===== src/rtl/rio_pkg.sv =====
// Shared SRIO HELLO-format constants, header layout and initiator FSM states.
package rio_pkg;

    localparam logic [3:0] FTYPE_NWRITE   = 4'd5;
    localparam logic [3:0] FTYPE_DOORBELL = 4'd10;
    localparam logic [3:0] FTYPE_RESPONSE = 4'd13;

    localparam logic [3:0] TTYPE_DOORBELL = 4'd0;
    localparam logic [3:0] TTYPE_NWRITE   = 4'd4;
    localparam logic [3:0] TTYPE_NWRITE_R = 4'd5;

    localparam logic [1:0] HELLO_PRIO = 2'b01;
    localparam logic [3:0] RESP_DONE  = 4'd0;

    typedef struct packed {
        logic [7:0]  tid;
        logic [3:0]  ftype;
        logic [3:0]  ttype;
        logic        rsvd_hi;
        logic [1:0]  prio;
        logic        crf;
        logic [7:0]  size;
        logic [1:0]  rsvd_lo;
        logic [33:0] addr;
    } hello_hdr_t;

    typedef enum logic [2:0] {
        StLinkWait,
        StDbIdle,
        StDbSend,
        StDbWait,
        StNwrIdle,
        StNwrHdr,
        StNwrData,
        StNwrResp
    } rio_state_e;

endpackage


===== src/rtl/rio_hello_hdr.sv =====
// Combinational HELLO request header builder: fixed priority 01, CRF 0, reserved bits 0.
module rio_hello_hdr
    import rio_pkg::*;
(
    input  logic [7:0]  tid,
    input  logic [3:0]  ftype,
    input  logic [3:0]  ttype,
    input  logic [7:0]  size,
    input  logic [33:0] addr,
    output logic [63:0] hdr
);

    hello_hdr_t h;

    always_comb begin
        h       = '0;
        h.tid   = tid;
        h.ftype = ftype;
        h.ttype = ttype;
        h.prio  = HELLO_PRIO;
        h.crf   = 1'b0;
        h.size  = size;
        h.addr  = addr;
    end

    assign hdr = h;

endmodule


===== src/rtl/rio_db_req.sv =====
// SRIO HELLO initiator: doorbell handshake, then NWRITE bursts of user data.
// Define DB_REQ_NWRITE_R_EN to send NWRITE_R and wait for each packet's response.
module rio_db_req
    import rio_pkg::*;
#(
    parameter logic [15:0] DB_INFO = 16'h0101,
    parameter int unsigned MAX_PLD = 256
) (
    input  logic        log_clk,
    input  logic        log_rst,
    input  logic [15:0] src_id,
    input  logic [15:0] des_id,
    input  logic        link_initialized,
    input  logic        dr_req_in,
    input  logic        nwr_req_in,
    output logic        rapidIO_ready_o,
    output logic        nwr_ready_o,
    output logic        nwr_busy_o,
    output logic        go,
    input  logic [33:0] user_addr,
    input  logic [3:0]  user_ftype,
    input  logic [3:0]  user_ttype,
    input  logic [11:0] user_tsize_in,
    input  logic [63:0] user_tdata_in,
    input  logic        user_tvalid_in,
    input  logic        user_tlast_in,
    input  logic [7:0]  user_tkeep_in,
    output logic        user_tready_o,
    output logic        ireq_tvalid_o,
    input  logic        ireq_tready_in,
    output logic        ireq_tlast_o,
    output logic [63:0] ireq_tdata_o,
    output logic [7:0]  ireq_tkeep_o,
    output logic [31:0] ireq_tuser_o,
    input  logic        iresp_tvalid_in,
    output logic        iresp_tready_o,
    input  logic        iresp_tlast_in,
    input  logic [63:0] iresp_tdata_in,
    input  logic [7:0]  iresp_tkeep_in,
    input  logic [31:0] iresp_tuser_in
);

`ifdef DB_REQ_NWRITE_R_EN
    localparam bit NWR_R_EN = 1'b1;
`else
    localparam bit NWR_R_EN = 1'b0;
`endif
    localparam logic [3:0]  NWR_TTYPE = NWR_R_EN ? TTYPE_NWRITE_R : TTYPE_NWRITE;
    localparam logic [12:0] MAX_PLD_B = 13'(MAX_PLD);

    rio_state_e  state_q, state_d;
    logic [7:0]  tid_q, tid_d;
    logic [33:0] addr_q, addr_d;
    logic [12:0] rem_q, rem_d;
    logic [5:0]  beats_q, beats_d;
    logic        resp_sop_q, resp_rdy_q;

    logic [12:0] pkt_bytes;
    logic [7:0]  pkt_size;
    logic [5:0]  pkt_beats;
    logic        data_last, resp_hit, resp_done;

    logic [7:0]  hb_tid, hb_size;
    logic [3:0]  hb_ftype, hb_ttype;
    logic [33:0] hb_addr;
    logic [63:0] hb_hdr;

    logic unused_inputs;
    assign unused_inputs = ^{user_ftype, user_ttype, user_tkeep_in, iresp_tkeep_in,
                             iresp_tuser_in, iresp_tdata_in[47:0]};

    assign pkt_bytes = (rem_q > MAX_PLD_B) ? MAX_PLD_B : rem_q;
    assign pkt_size  = 8'(pkt_bytes - 13'd1);
    assign pkt_beats = 6'((pkt_bytes + 13'd7) >> 3);
    assign data_last = (beats_q == 6'd1);

    // Only the first beat of a response carries a header; the status sits in the TTYPE slot.
    // tid_q has already advanced past the outstanding request.
    assign resp_hit  = iresp_tvalid_in && resp_rdy_q && resp_sop_q &&
                       (iresp_tdata_in[55:52] == FTYPE_RESPONSE) &&
                       (iresp_tdata_in[63:56] == tid_q - 8'd1);
    assign resp_done = (iresp_tdata_in[51:48] == RESP_DONE);

    assign iresp_tready_o = resp_rdy_q;

    always_comb begin
        hb_tid   = tid_q;
        hb_ftype = FTYPE_NWRITE;
        hb_ttype = NWR_TTYPE;
        hb_size  = pkt_size;
        hb_addr  = addr_q;
        if (state_q == StDbSend) begin
            hb_ftype = FTYPE_DOORBELL;
            hb_ttype = TTYPE_DOORBELL;
            hb_size  = 8'd0;
            hb_addr  = {2'b00, DB_INFO, 16'h0000};
        end
    end

    rio_hello_hdr u_hdr (
        .tid   (hb_tid),
        .ftype (hb_ftype),
        .ttype (hb_ttype),
        .size  (hb_size),
        .addr  (hb_addr),
        .hdr   (hb_hdr)
    );

    always_comb begin
        state_d         = state_q;
        tid_d           = tid_q;
        addr_d          = addr_q;
        rem_d           = rem_q;
        beats_d         = beats_q;
        rapidIO_ready_o = 1'b0;
        nwr_ready_o     = 1'b0;
        nwr_busy_o      = 1'b0;
        go              = 1'b0;
        user_tready_o   = 1'b0;
        ireq_tvalid_o   = 1'b0;
        ireq_tlast_o    = 1'b0;
        ireq_tdata_o    = '0;
        ireq_tkeep_o    = '0;
        ireq_tuser_o    = '0;

        if (!link_initialized) begin
            state_d = StLinkWait;
        end else begin
            unique case (state_q)
                StLinkWait: state_d = StDbIdle;
                StDbIdle: begin
                    rapidIO_ready_o = 1'b1;
                    if (dr_req_in) state_d = StDbSend;
                end
                StDbSend: begin
                    ireq_tvalid_o = 1'b1;
                    ireq_tlast_o  = 1'b1;
                    ireq_tdata_o  = hb_hdr;
                    ireq_tkeep_o  = 8'hFF;
                    ireq_tuser_o  = {src_id, des_id};
                    if (ireq_tready_in) begin
                        tid_d   = tid_q + 8'd1;
                        state_d = StDbWait;
                    end
                end
                StDbWait: begin
                    if (resp_hit) begin
                        if (resp_done) begin
                            go      = 1'b1;
                            state_d = StNwrIdle;
                        end else begin
                            state_d = StDbIdle;
                        end
                    end
                end
                StNwrIdle: begin
                    nwr_ready_o = 1'b1;
                    if (nwr_req_in) begin
                        addr_d  = user_addr;
                        rem_d   = {1'b0, user_tsize_in} + 13'd1;
                        state_d = StNwrHdr;
                    end
                end
                StNwrHdr: begin
                    nwr_busy_o    = 1'b1;
                    ireq_tvalid_o = 1'b1;
                    ireq_tdata_o  = hb_hdr;
                    ireq_tkeep_o  = 8'hFF;
                    ireq_tuser_o  = {src_id, des_id};
                    if (ireq_tready_in) begin
                        tid_d   = tid_q + 8'd1;
                        beats_d = pkt_beats;
                        state_d = StNwrData;
                    end
                end
                StNwrData: begin
                    nwr_busy_o    = 1'b1;
                    user_tready_o = ireq_tready_in;
                    ireq_tvalid_o = user_tvalid_in;
                    ireq_tlast_o  = data_last || user_tlast_in;
                    ireq_tdata_o  = user_tdata_in;
                    ireq_tkeep_o  = 8'hFF;
                    ireq_tuser_o  = {src_id, des_id};
                    if (user_tvalid_in && ireq_tready_in) begin
                        beats_d = beats_q - 6'd1;
                        if (data_last || user_tlast_in) begin
                            addr_d = addr_q + 34'(pkt_bytes);
                            // An early user tlast closes the whole session.
                            rem_d  = user_tlast_in ? 13'd0 : rem_q - pkt_bytes;
`ifdef DB_REQ_NWRITE_R_EN
                            state_d = StNwrResp;
`else
                            state_d = (rem_d == 13'd0) ? StNwrIdle : StNwrHdr;
`endif
                        end
                    end
                end
`ifdef DB_REQ_NWRITE_R_EN
                StNwrResp: begin
                    nwr_busy_o = 1'b1;
                    if (resp_hit) begin
                        state_d = (!resp_done || rem_q == 13'd0) ? StNwrIdle : StNwrHdr;
                    end
                end
`endif
                default: state_d = StLinkWait;
            endcase
        end
    end

    always_ff @(posedge log_clk) begin
        if (log_rst) begin
            state_q    <= StLinkWait;
            tid_q      <= 8'd0;
            addr_q     <= '0;
            rem_q      <= '0;
            beats_q    <= '0;
            resp_sop_q <= 1'b1;
            resp_rdy_q <= 1'b0;
        end else begin
            state_q    <= state_d;
            tid_q      <= tid_d;
            addr_q     <= addr_d;
            rem_q      <= rem_d;
            beats_q    <= beats_d;
            resp_rdy_q <= 1'b1;
            if (iresp_tvalid_in && resp_rdy_q) resp_sop_q <= iresp_tlast_in;
        end
    end

endmodule


===== config.mk =====
export PLATFORM = sky130hd
export DESIGN_NAME = rio_db_req
export DESIGN_NICKNAME = d
export VERILOG_FILES = /design/src/rtl/rio_pkg.sv /design/src/rtl/rio_hello_hdr.sv /design/src/rtl/rio_db_req.sv
export SDC_FILE = /design/constraint.sdc
export NUM_CORES = 1
export LEC_CHECK = 0
export ABC_AREA = 0
export BUFFER_PORTS_ARGS = -buffer_cell sky130_fd_sc_hd__buf_2
export CORE_AREA = 4 4 145 147
export CTS_BUF_LIST = sky130_fd_sc_hd__clkbuf_4 sky130_fd_sc_hd__clkbuf_8 sky130_fd_sc_hd__clkbuf_16
export DETAILED_ROUTE_END_ITERATION = 10
export DIE_AREA = 0 0 149 151
export PLACE_DENSITY = 0.67
export RECOVER_POWER = 100
export SKIP_CTS_REPAIR_TIMING = 1
export SYNTH_ARGS = -nofsm -noshare
export SYNTH_HDL_FRONTEND = slang
export SYNTH_HIERARCHICAL = 1
export SYNTH_SLANG_ARGS = --single-unit

===== constraint.sdc =====
create_clock -name log_clk -period 4.75 [get_ports log_clk]
set_clock_uncertainty 0.05 [all_clocks]
set_input_delay 0.475 -clock log_clk [delete_from_list [all_inputs] [get_ports log_clk]]
set_output_delay 0.475 -clock log_clk [all_outputs]
set_load 0.03 [all_outputs]

==> metrics.txt, run 1 <==
largest net degree at the start of global routing=49; ys flop type=dfxtp_1; asr flop ratio synth=0%; Critical Path Fanout Max=48; minimum clock period=between 4 and 5 ns; Synth cell types=80; Syn Area/Cell=~7 um^2; top post-synthesis cells by area=dfxtp_1 (18%), buf_4 (7.5%), a22oi_1 (7.4%); Worst setup EP type=primary output; post-synthesis sequential area ratio=18.23%; Final TNS setup=0 ns; Worst Path Arrival=around 3.8 ns; Overall Global Routing Usage=about a fifth; largest family of logic cells by synthesized area=simple AND/OR/NAND/NOR gates; pre-CTS WS=0.7893 ns; fmax=between 0.2 and 0.25 GHz; core footprint=0.01991 mm^2; CTS tree=done; die height=151 um; post-route DRC violation count=0; Setup-failing EPs final=0; cell taking the most area after synthesis=dfxtp_1; detailed-route wire length=about 26000 um; Clk Latency, worst-skew pair=0.34 ns; via count=slightly above 8000; relative slew slack=-61.17%; vias per cell=between 5 and 6; Die Area=~0.022 mm^2; Final GP Congestion=0.8757; initial antenna violation count=0; adder-cell share of the synthesized area=between 3 and 4%; H-tree Lvls=3; violated checks=max-capacitance violations, max-slew violations; HPWL Detailed=19170 um; Rows=52; Antenna Nets Post-Route=0; Synth Instances=between 1000 and 1500; share of cells above drive strength 1=18.59%; period utilisation layout=between 90% and 100%; Post-synth EDFFs=0; area grow syn2layout=16.14%; synth warn=6; Pleak=~3.4 nW; RSZ-0062 raised after global routing=no; count leader, synth=nor2_1; Min-Delay Path Class=input port to flip-flop; synth cell count leaders=nor2_1 (135), nand2_1 (76), buf_4 (72); Final Hold Viols=0; die width=149 um; clock buffer depth=2; Cell Area, Synth=a little over 0.007 mm^2; Post-Synth XOR/XNOR Area=4.833%; max-capacitance violation count=3; VDD IR-drop max=158.3 uV; clk sinks=66; Worst setup SP type=flip-flop; drt wl/cell=about 17 um; FILL cells=about 2200; pwr dens=about 170 mW/mm^2; Synth Register Bits=66; Starting Density=between 30% and 40%; Yosys top cell area share=a little under a fifth; CTS root buf=clkbuf_16; Pwr Total=roughly 1.4 mW; First-pass DRT Iterations=5; setup ws final=about 0.47 ns; wire length of the first global-routing pass=between 30000 and 40000 um; crit path kind=flip-flop to primary output; IO Port Bufs=around 280; post-synthesis mux area share=0.8804%; io pins=384; complex-gate fraction of the synthesized area=around 28%; nets=between 1000 and 1500; final max-slew violation count=93; Critical Path RT=between 4 and 5 ns; grt total ovfl=0; total CTS buffers=9; Synth Area in Simple Gates=between 30% and 40%; vias in the first global route=around 7100; status=complete, but fails checks; Clock Pin Slew Worst Setup and Hold Paths=approximately 0.050 ns; starting DRC count in detailed routing=638; worst slew pin tran=approximately 2.4 ns
[placed cells by master (no fill, tap or decap), types with 4 or more instances in the layout]
master	n
or4_1	4
a211oi_1	21
or3_1	4
nor4_1	11
o21ai_0	37
ha_1	20
o211ai_1	10
buf_4	13
a22oi_1	71
xnor2_1	20
nor2_1	135
buf_2	178
inv_1	24
and3_1	53
nand2_1	74
nand4_1	8
nor3b_1	6
a41oi_1	4
nand3_1	28
a21oi_1	53
o31a_1	4
a31oi_1	18
nor3_1	26
dfxtp_1	66
and4_1	8
nor2b_1	6
and2_1	36
nand2b_1	10
xor2_1	20
a311oi_1	10
clkbuf_1	105
conb_1	14
o221ai_1	4
o22ai_1	4
clkbuf_16	9
nand3b_1	5
a21o_1	8
[report_power, final]
group | switching (mW) | internal [mW] | total (mW)
clock network | 0.241 | 0.427 | 0.669
registers | 0.00488 | 0.556 | 0.561
logic | 0.121 | 0.0891 | 0.210
total | 0.367 | 1.07 | 1.44
[flip-flops by register name (all words and copies together) (netlist names)]
register        cells
beats_q             6
addr_q             34
iresp_tready_o      1
state_q             3
rem_q              13
resp_sop_q          1
hb_tid              8
[stage by stage]
step | instances | util [%] | instance area, um^2 | hold slack, ns
5_1_grt | 1475 | 42.27 | 8416 | 0.3476
2_1_floorplan | 1051 | - | 7289 | 0.3894
4_1_cts | 1475 | 43.09 | 8579 | 0.3140
3_5_place_dp | 1460 | 41.62 | 8285 | 0.4268
3_3_place_gp | 1460 | 41.62 | 8285 | 0.4229
6_report | 1476 | 42.28 | 8418 | 0.3243
[cell type report]
cell class	count	area (um^2)	area share [%]
antenna	1	2.502	0.02973
clock buffer	12	254.0	3.017
clock inverter	3	40.04	0.4756
inverter	24	90.09	1.070
multi-input combinational	803	4970	59.04
sequential	66	1321	15.70
tap	270	337.8	4.013
timing repair buffer	297	1403	16.66
[final timing paths]
kind / to / depth (start not counted) / slack [ns] / startpoint
max: ireq_tdata_o[38] / 6 / 0.47 / state_q[2]
min: resp_sop_q / 3 / 0.32 / iresp_tlast_in
max reg2reg: addr_q[26] / 13 / 0.49 / rem_q[9]
min reg2reg: resp_sop_q / 2 / 0.43 / resp_sop_q
[critical path, cell delays in order (launching register included)]
cell and delay, ns:
dfxtp_1 0.52, nor2b_1 0.38, and2_1 1.57, buf_12 0.32
a22oi_1 0.12, nor2_1 0.09, clkbuf_1 0.40
[per-layer routing]
layer / GRT usage [%] / vias up / share of wire (%)
met5: 0 / - / 0
met4: 6.178 / 0 / 1.3
met3: 3.112 / 27 / 6.0
met2: 33.79 / 296 / 48
met1: 29.50 / 3873 / 45
li1: - / 4037 / -
[logic make-up (layout without fill, tap and decap cells)]
logic type	count (synthesis)	in the layout
muxes	6	6
adders and majority gates	21	21
AOI/OAI and AO/OA	292	292
xor gates and xnor gates	40	40
other	3	15
DFF	66	66
and+or+nand+nor	430	430
buffers and inverters	182	336
No activity file was read; power rests on OpenSTA's default activity.
==> inputs of run 2 (changes only) <==
--- a/config.mk
+++ b/config.mk
@@ -7,14 +7,12 @@
 export LEC_CHECK = 0
 export ABC_AREA = 0
 export BUFFER_PORTS_ARGS = -buffer_cell sky130_fd_sc_hd__buf_2
-export CORE_AREA = 4 4 145 147
+export CORE_AREA = 4 4 147 149
 export CTS_BUF_LIST = sky130_fd_sc_hd__clkbuf_4 sky130_fd_sc_hd__clkbuf_8 sky130_fd_sc_hd__clkbuf_16
 export DETAILED_ROUTE_END_ITERATION = 10
-export DIE_AREA = 0 0 149 151
-export PLACE_DENSITY = 0.67
+export DIE_AREA = 0 0 151 153
 export RECOVER_POWER = 100
 export SKIP_CTS_REPAIR_TIMING = 1
 export SYNTH_ARGS = -nofsm -noshare
 export SYNTH_HDL_FRONTEND = slang
-export SYNTH_HIERARCHICAL = 1
 export SYNTH_SLANG_ARGS = --single-unit
==> run 2 against run 1 <==
Effect of this change:
- the flow still finishes with violations (max-capacitance violations, max-slew violations)
- first-iteration DRC count grew 1.6%
- total power rose by 2.0%
- utilization decreased by 2.8 points
- clock-buffer cell count decreased by 1
- sequential cell count is the same
- synthesized cell count down 12%
- clock power is 6.4% higher
- non-clock buffer count down 5
- maximum frequency shrank 0.19%
- synthesized area shrank 13%
- sequential share of layout area increased by 0.92 points
- critical path depth is 8 higher
- critical path type is now flip-flop to flip-flop
- highest routed layer unchanged
==> metrics.txt, run 2 <==
status=complete, but fails checks; violated checks=max-capacitance violations, max-slew violations; Post-synth EDFFs=0 (unchanged); reg2reg start=rem_q[9]; die width=151 um (+1.3%); initial antenna violation count=0 (unchanged); Antenna Cells=0 (-1); Worst setup SP type=flip-flop; core footprint=0.02017 mm^2 (+1.3%); Cell Area, Synth=0.006286 mm^2 (-13%); IO Port Bufs=279 (unchanged); max reg flops=34 (unchanged); Finished Cell Area=0.007954 mm^2 (-5.5%); Yosys top cell area share=21.02% (+2.8 points); total CTS buffers=9 (unchanged); VDD IR-drop max=139.7 uV (-12%); Min-Delay Path Class=input port to flip-flop; asr flop ratio synth=0% (unchanged); Reg2Reg Setup Slack=0.46 ns (-0.03 ns); cell taking the most area after synthesis=dfxtp_1; placed cell count=1397 (-4.3%); drt wl/cell=18.63 um (+6.7%); via count=7660 (-7.0%); area grow syn2layout=26.53%; Final TNS setup=0 ns (unchanged); Critical Path Fanout Max=11 (-77%); vias per cell=5.421 (-2.8%); Core Util, Final=39.44% (-2.8 points); R2R depth=14 (+1); detailed-route wire length=26330 um (+2.2%); FILL cells=2224 (+2.3%); relative slew slack=-62.14% (-0.97 points); Synth cell types=76 (-5.0%); starting DRC count in detailed routing=648 (+1.6%); First-pass DRT Iterations=5 (unchanged); die height=153 um (+1.3%); top post-synthesis cells by area=dfxtp_1 (21%), nor2_1 (7.6%), a22oi_1 (6.1%); max-capacitance violation count=1 (-2); Critical Path Sink=addr_q[32]; minimum clock period=4.292 ns (+0.007965 ns); io pins=384 (unchanged); fmax=0.2330 GHz (-0.19%); critical path launch point=rem_q[9]; vias in the first global route=6876 (-3.3%); Pleak=3.151 nW (-7.2%); Overall Global Routing Usage=21.37% (+0.27 points); commonest cells after routing, fill and taps aside=buf_2 (188), nor2_1 (128), clkbuf_1 (95), nand2_1 (70), dfxtp_1 (66); share of cells above drive strength 1=20.12% (+1.5 points); Final Hold Viols=0 (unchanged); H-tree Lvls=3 (unchanged); worst hold slack=0.3223 ns (-0.001969 ns); r2r endpoint=addr_q[32]; Worst setup EP type=flip-flop; Final GP Congestion=0.8863 (+1.2%); Die Area=0.02310 mm^2 (+2.7%); period utilisation layout=90.37% (+0.17 points); RSZ-0062 raised after global routing=no; Antenna Nets Post-Route=0 (unchanged); Slowest-stage cell, CP=or4_1; crit path kind=flip-flop to flip-flop; grt total ovfl=0 (unchanged); largest net degree at the start of global routing=58 (+18%); clk sinks=66 (unchanged); most common cell after layout, fill and taps aside=buf_2; ys flop type=dfxtp_1; post-route DRC violation count=0 (unchanged); CTS tree=done; clock buffer depth=2 (unchanged); Setup-failing EPs final=0 (unchanged); count leader, synth=nor2_1; CTS root buf=clkbuf_16; fin cells=1413 (-4.3%); nets=1431 (-4.2%); Critical Path RT=4.92 ns (+0.70 ns); Synth Instances=912 (-12%); dpl cell area=0.007786 mm^2 (-6.0%); Worst Path Arrival=4.47 ns (+0.71 ns); HPWL Detailed=20290 um (+5.8%); post-synthesis sequential area ratio=21.02% (+2.8 points); worst slew pin tran=2.432 ns (+0.01456 ns); largest register by flop count=addr_q; Syn Area/Cell=6.893 um^2 (-1.1%); Clock Pin Slew Worst Setup and Hold Paths=0.06 ns (about the same); final max-slew violation count=44 (-53%); Starting Density=31.17% (-5.2 points); synth cell count leaders=nor2_1 (127), nand2_1 (70), dfxtp_1 (66); wire length of the first global-routing pass=38870 um (+1.4%); Cell Chain, Critical Path=or4_1, a21oi_1, nand2_1, inv_1, ha_1, inv_1, fa_1, nor2b_1, o2111ai_1, a21oi_1, o21ai_1, nor3_1, o21ai_0, a221oi_2; Rows=52 (unchanged); Clk Latency, worst-skew pair=0.34 ns (about the same); pwr dens=184.6 mW/mm^2 (+8.0%); Synth Register Bits=66 (unchanged); crit-path max cell delay=0.71 ns (-0.86 ns); synth warn=0 (-6)
[run 2: cells by family after synthesis]
logic type | Yosys count | share of synthesized area (%)
and+or+nand+nor | 390 | 30.69
muxes | 8 | 1.334
xor gates and xnor gates | 38 | 5.414
buffers and inverters | 105 | 7.285
other | 1 | 0.05966
DFF | 66 | 21.02
AOI/OAI and AO/OA | 283 | 29.90
adders and majority gates | 21 | 4.299
[run 2: how the worst min path moves through the flow]
stage | start | endpoint | slack, ns | cells after the start
4_1_cts | iresp_tlast_in | resp_sop_q | 0.31 | 3
3_5_place_dp | resp_sop_q | resp_sop_q | 0.43 | 2
5_1_grt | user_addr[3] | addr_q[3] | 0.32 | 3
2_1_floorplan | resp_sop_q | resp_sop_q | 0.39 | 2
6_report | iresp_tlast_in | resp_sop_q | 0.32 | 3
3_3_place_gp | resp_sop_q | resp_sop_q | 0.42 | 2
[run 2: worst max-delay path: cells and delay by family (launching register included)]
family                     cells  cell delay [ns]
DFF                            1             0.41
and+or+nand+nor                4             1.43
AOI/OAI and AO/OA              6             1.53
adders and majority gates      2             0.57
buffers and inverters          2             0.16
[run 2: cell type report]
cell class | count | area [um^2] | area share, %
Clock inverter | 5 | 61.31 | 0.7708
Multi-Input combinational cell | 745 | 4528 | 56.93
Inverter | 24 | 90.09 | 1.133
Tap cell | 270 | 337.8 | 4.247
Timing Repair Buffer | 292 | 1363 | 17.13
Sequential cell | 66 | 1321 | 16.61
Clock buffer | 11 | 252.7 | 3.178
[run 2: power breakdown]
part	switching (mW)	leakage, nW	internal (mW)
clock network	0.275	0.144	0.437
logic	0.110	2.47	0.0862
registers	0.00436	0.532	0.556
total	0.389	3.15	1.08
[run 2: through the flow]
| step | worst slack [ns] | power, mW |
|---|---|---|
| after floorplan | 1.235 | 0.6649 |
| after global placement | 0.7217 | 0.7694 |
| after detailed placement | 0.6092 | 0.7705 |
| after CTS | 0.5921 | 1.486 |
| after global routing | 0.1727 | 1.525 |
| final | 0.4575 | 1.468 |
[run 2: per-layer routing]
metal	part of all wire (%)	track usage, %	up-vias	routed length (um)
li1	-	-	3764	-
met1	40	25.97	3578	10470
met2	50	38.18	287	13210
met4	3.0	7.254	0	782
met5	0	0	-	0
met3	7.1	3.050	31	1861
==> inputs of run 3 (changes only) <==
--- a/config.mk
+++ b/config.mk
@@ -12,6 +12,7 @@
 export DETAILED_ROUTE_END_ITERATION = 10
 export DIE_AREA = 0 0 151 153
 export RECOVER_POWER = 100
+export REMOVE_ABC_BUFFERS = 1
 export SKIP_CTS_REPAIR_TIMING = 1
 export SYNTH_ARGS = -nofsm -noshare
 export SYNTH_HDL_FRONTEND = slang
==> run 3 against run 2 <==
Effect of this change:
- worst setup slack improved by 0.030 ns
- critical endpoint is now ireq_tdata_o[28]
- largest cell class unchanged
- clock power increased by 6.2%
- the flow still finishes with violations (max-capacitance violations, max-slew violations)
- non-clock buffer count decreased by 3
==> metrics.txt, run 3 (synthesized netlist as in run 2, its figures left out) <==
status=complete, but fails checks; violated checks=max-capacitance violations, max-slew violations; post-route DRC violation count=0 (unchanged); worst slew pin tran=2.407 ns (-0.02516 ns); Pleak=3.164 nW (+0.42%); core footprint=0.02017 mm^2 (unchanged); period utilisation layout=89.74% (-0.63 points); H-tree Lvls=3 (unchanged); Critical Path Fanout Max=42 (+31); share of cells above drive strength 1=20.53% (+0.40 points); largest net degree at the start of global routing=60 (+3.4%); via count=7703 (+0.56%); VDD IR-drop max=147.1 uV (+5.3%); clk sinks=66 (unchanged); fmax=0.2346 GHz (+0.70%); Min-Delay Path Class=input port to flip-flop; RSZ-0062 raised after global routing=no; r2r endpoint=addr_q[17]; largest register by flop count=addr_q; setup ws final=0.4875 ns (+0.02998 ns); Finished Cell Area=0.007968 mm^2 (+0.17%); Clk Latency, worst-skew pair=0.35 ns (about the same); nets=1428 (-0.21%); clock buffer depth=2 (unchanged); First-pass DRT Iterations=5 (unchanged); Clock Pin Slew Worst Setup and Hold Paths=0.06 ns (about the same); hold path cells=3 (unchanged); FILL cells=2219 (-0.22%); critical path launch point=state_q[1]; Core Util, Final=39.50% (+0.068 points); IO Port Bufs=279 (unchanged); hold endpoint=resp_sop_q; Die Area=0.02310 mm^2 (unchanged); max reg flops=34 (unchanged); CTS root buf=clkbuf_16; Setup-failing EPs final=0 (unchanged); Antenna Nets Post-Route=0 (unchanged); most common cell after layout, fill and taps aside=buf_2; R2R depth=14 (unchanged); dpl cell area=0.007776 mm^2 (-0.13%); vias per cell=5.455 (+0.63%); max-capacitance violation count=3 (+2); reg2reg start=rem_q[3]; commonest cells after routing, fill and taps aside=buf_2 (192), nor2_1 (128), clkbuf_1 (90), nand2_1 (70), dfxtp_1 (66); Critical Path RT=4.22 ns (-0.70 ns); Final Hold Viols=0 (unchanged); Reg2Reg Setup Slack=0.64 ns (+0.18 ns); Worst Path Arrival=3.74 ns (-0.73 ns); die height=153 um (unchanged); Starting Density=31.17% (unchanged); drt wl/cell=18.65 um (about the same); HPWL Detailed=19930 um (-1.8%); Overall Global Routing Usage=21.36% (about the same); area grow syn2layout=26.75%; total CTS buffers=9 (unchanged); Worst setup SP type=flip-flop; die width=151 um (unchanged); pwr dens=189.6 mW/mm^2 (+2.7%); Pwr Total=1.510 mW (+2.9%); Worst Min Path Start=iresp_tlast_in; CTS tree=done; crit path kind=flip-flop to primary output; Worst setup EP type=primary output; Final GP Congestion=0.8750 (-1.3%); detailed-route wire length=26330 um (about the same); final max-slew violation count=119 (+170%); io pins=384 (unchanged); grt total ovfl=0 (unchanged); worst hold slack=0.3206 ns (-0.001726 ns); minimum clock period=4.262 ns (-0.02998 ns); relative slew slack=-60.47% (+1.7 points); vias in the first global route=6954 (+1.1%); initial antenna violation count=4 (+4); wire length of the first global-routing pass=38700 um (-0.42%); starting DRC count in detailed routing=510 (-21%); Rows=52 (unchanged); pre-CTS WS=0.6899 ns (+0.08072 ns)
==> run 3: critical path, cell delays in order (launching register included) <==
cell and delay, ns:
dfxtp_1 0.42, inv_1 0.24, and3_2 0.26, clkbuf_1 1.56, a22oi_1 0.27, nor2_1 0.16
clkbuf_1 0.46
==> run 3: per-layer routing <==
| metal | routed length, um | GRT usage [%] |
|---|---|---|
| met1 | 10660 | 27.13 |
| met2 | 12530 | 36.03 |
| met3 | 2474 | 4.619 |
| met4 | 638 | 6.477 |
| met5 | 21 | 0 |
==> run 3: report_power, final <==
part,switching (mW),leakage [nW],internal [mW]
clock network,0.292,0.153,0.464
registers,0.00432,0.532,0.556
logic,0.108,2.48,0.0859
==> run 3: metrics by stage <==
step / instances / TNS [ns]
after detailed placement: 1394 / 0
after global placement: 1394 / 0
after floorplan: 835 / -49.12
after CTS: 1410 / 0
final: 1412 / 0
after global routing: 1410 / 0
==> run 3: cell type report <==
cell class | count | area [um^2] | area share (%)
inverters | 24 | 90.09 | 1.131
flip-flops and latches | 66 | 1321 | 16.58
diodes | 2 | 5.005 | 0.06281
clock buffers | 9 | 225.2 | 2.827
repair buffers | 289 | 1346 | 16.90
clock inverters | 7 | 101.3 | 1.272
multi-input cells | 745 | 4541 | 56.99
well taps | 270 | 337.8 | 4.240
==> run 3: worst max path at each step <==
stage / to / slack, ns
global route: ireq_tdata_o[41] / 0.16
detailed placement: addr_q[21] / 0.69
finish: ireq_tdata_o[28] / 0.49
floorplan: ireq_tuser_o[0] / -1.37
global placement: addr_q[17] / 0.75
CTS: addr_q[21] / 0.66
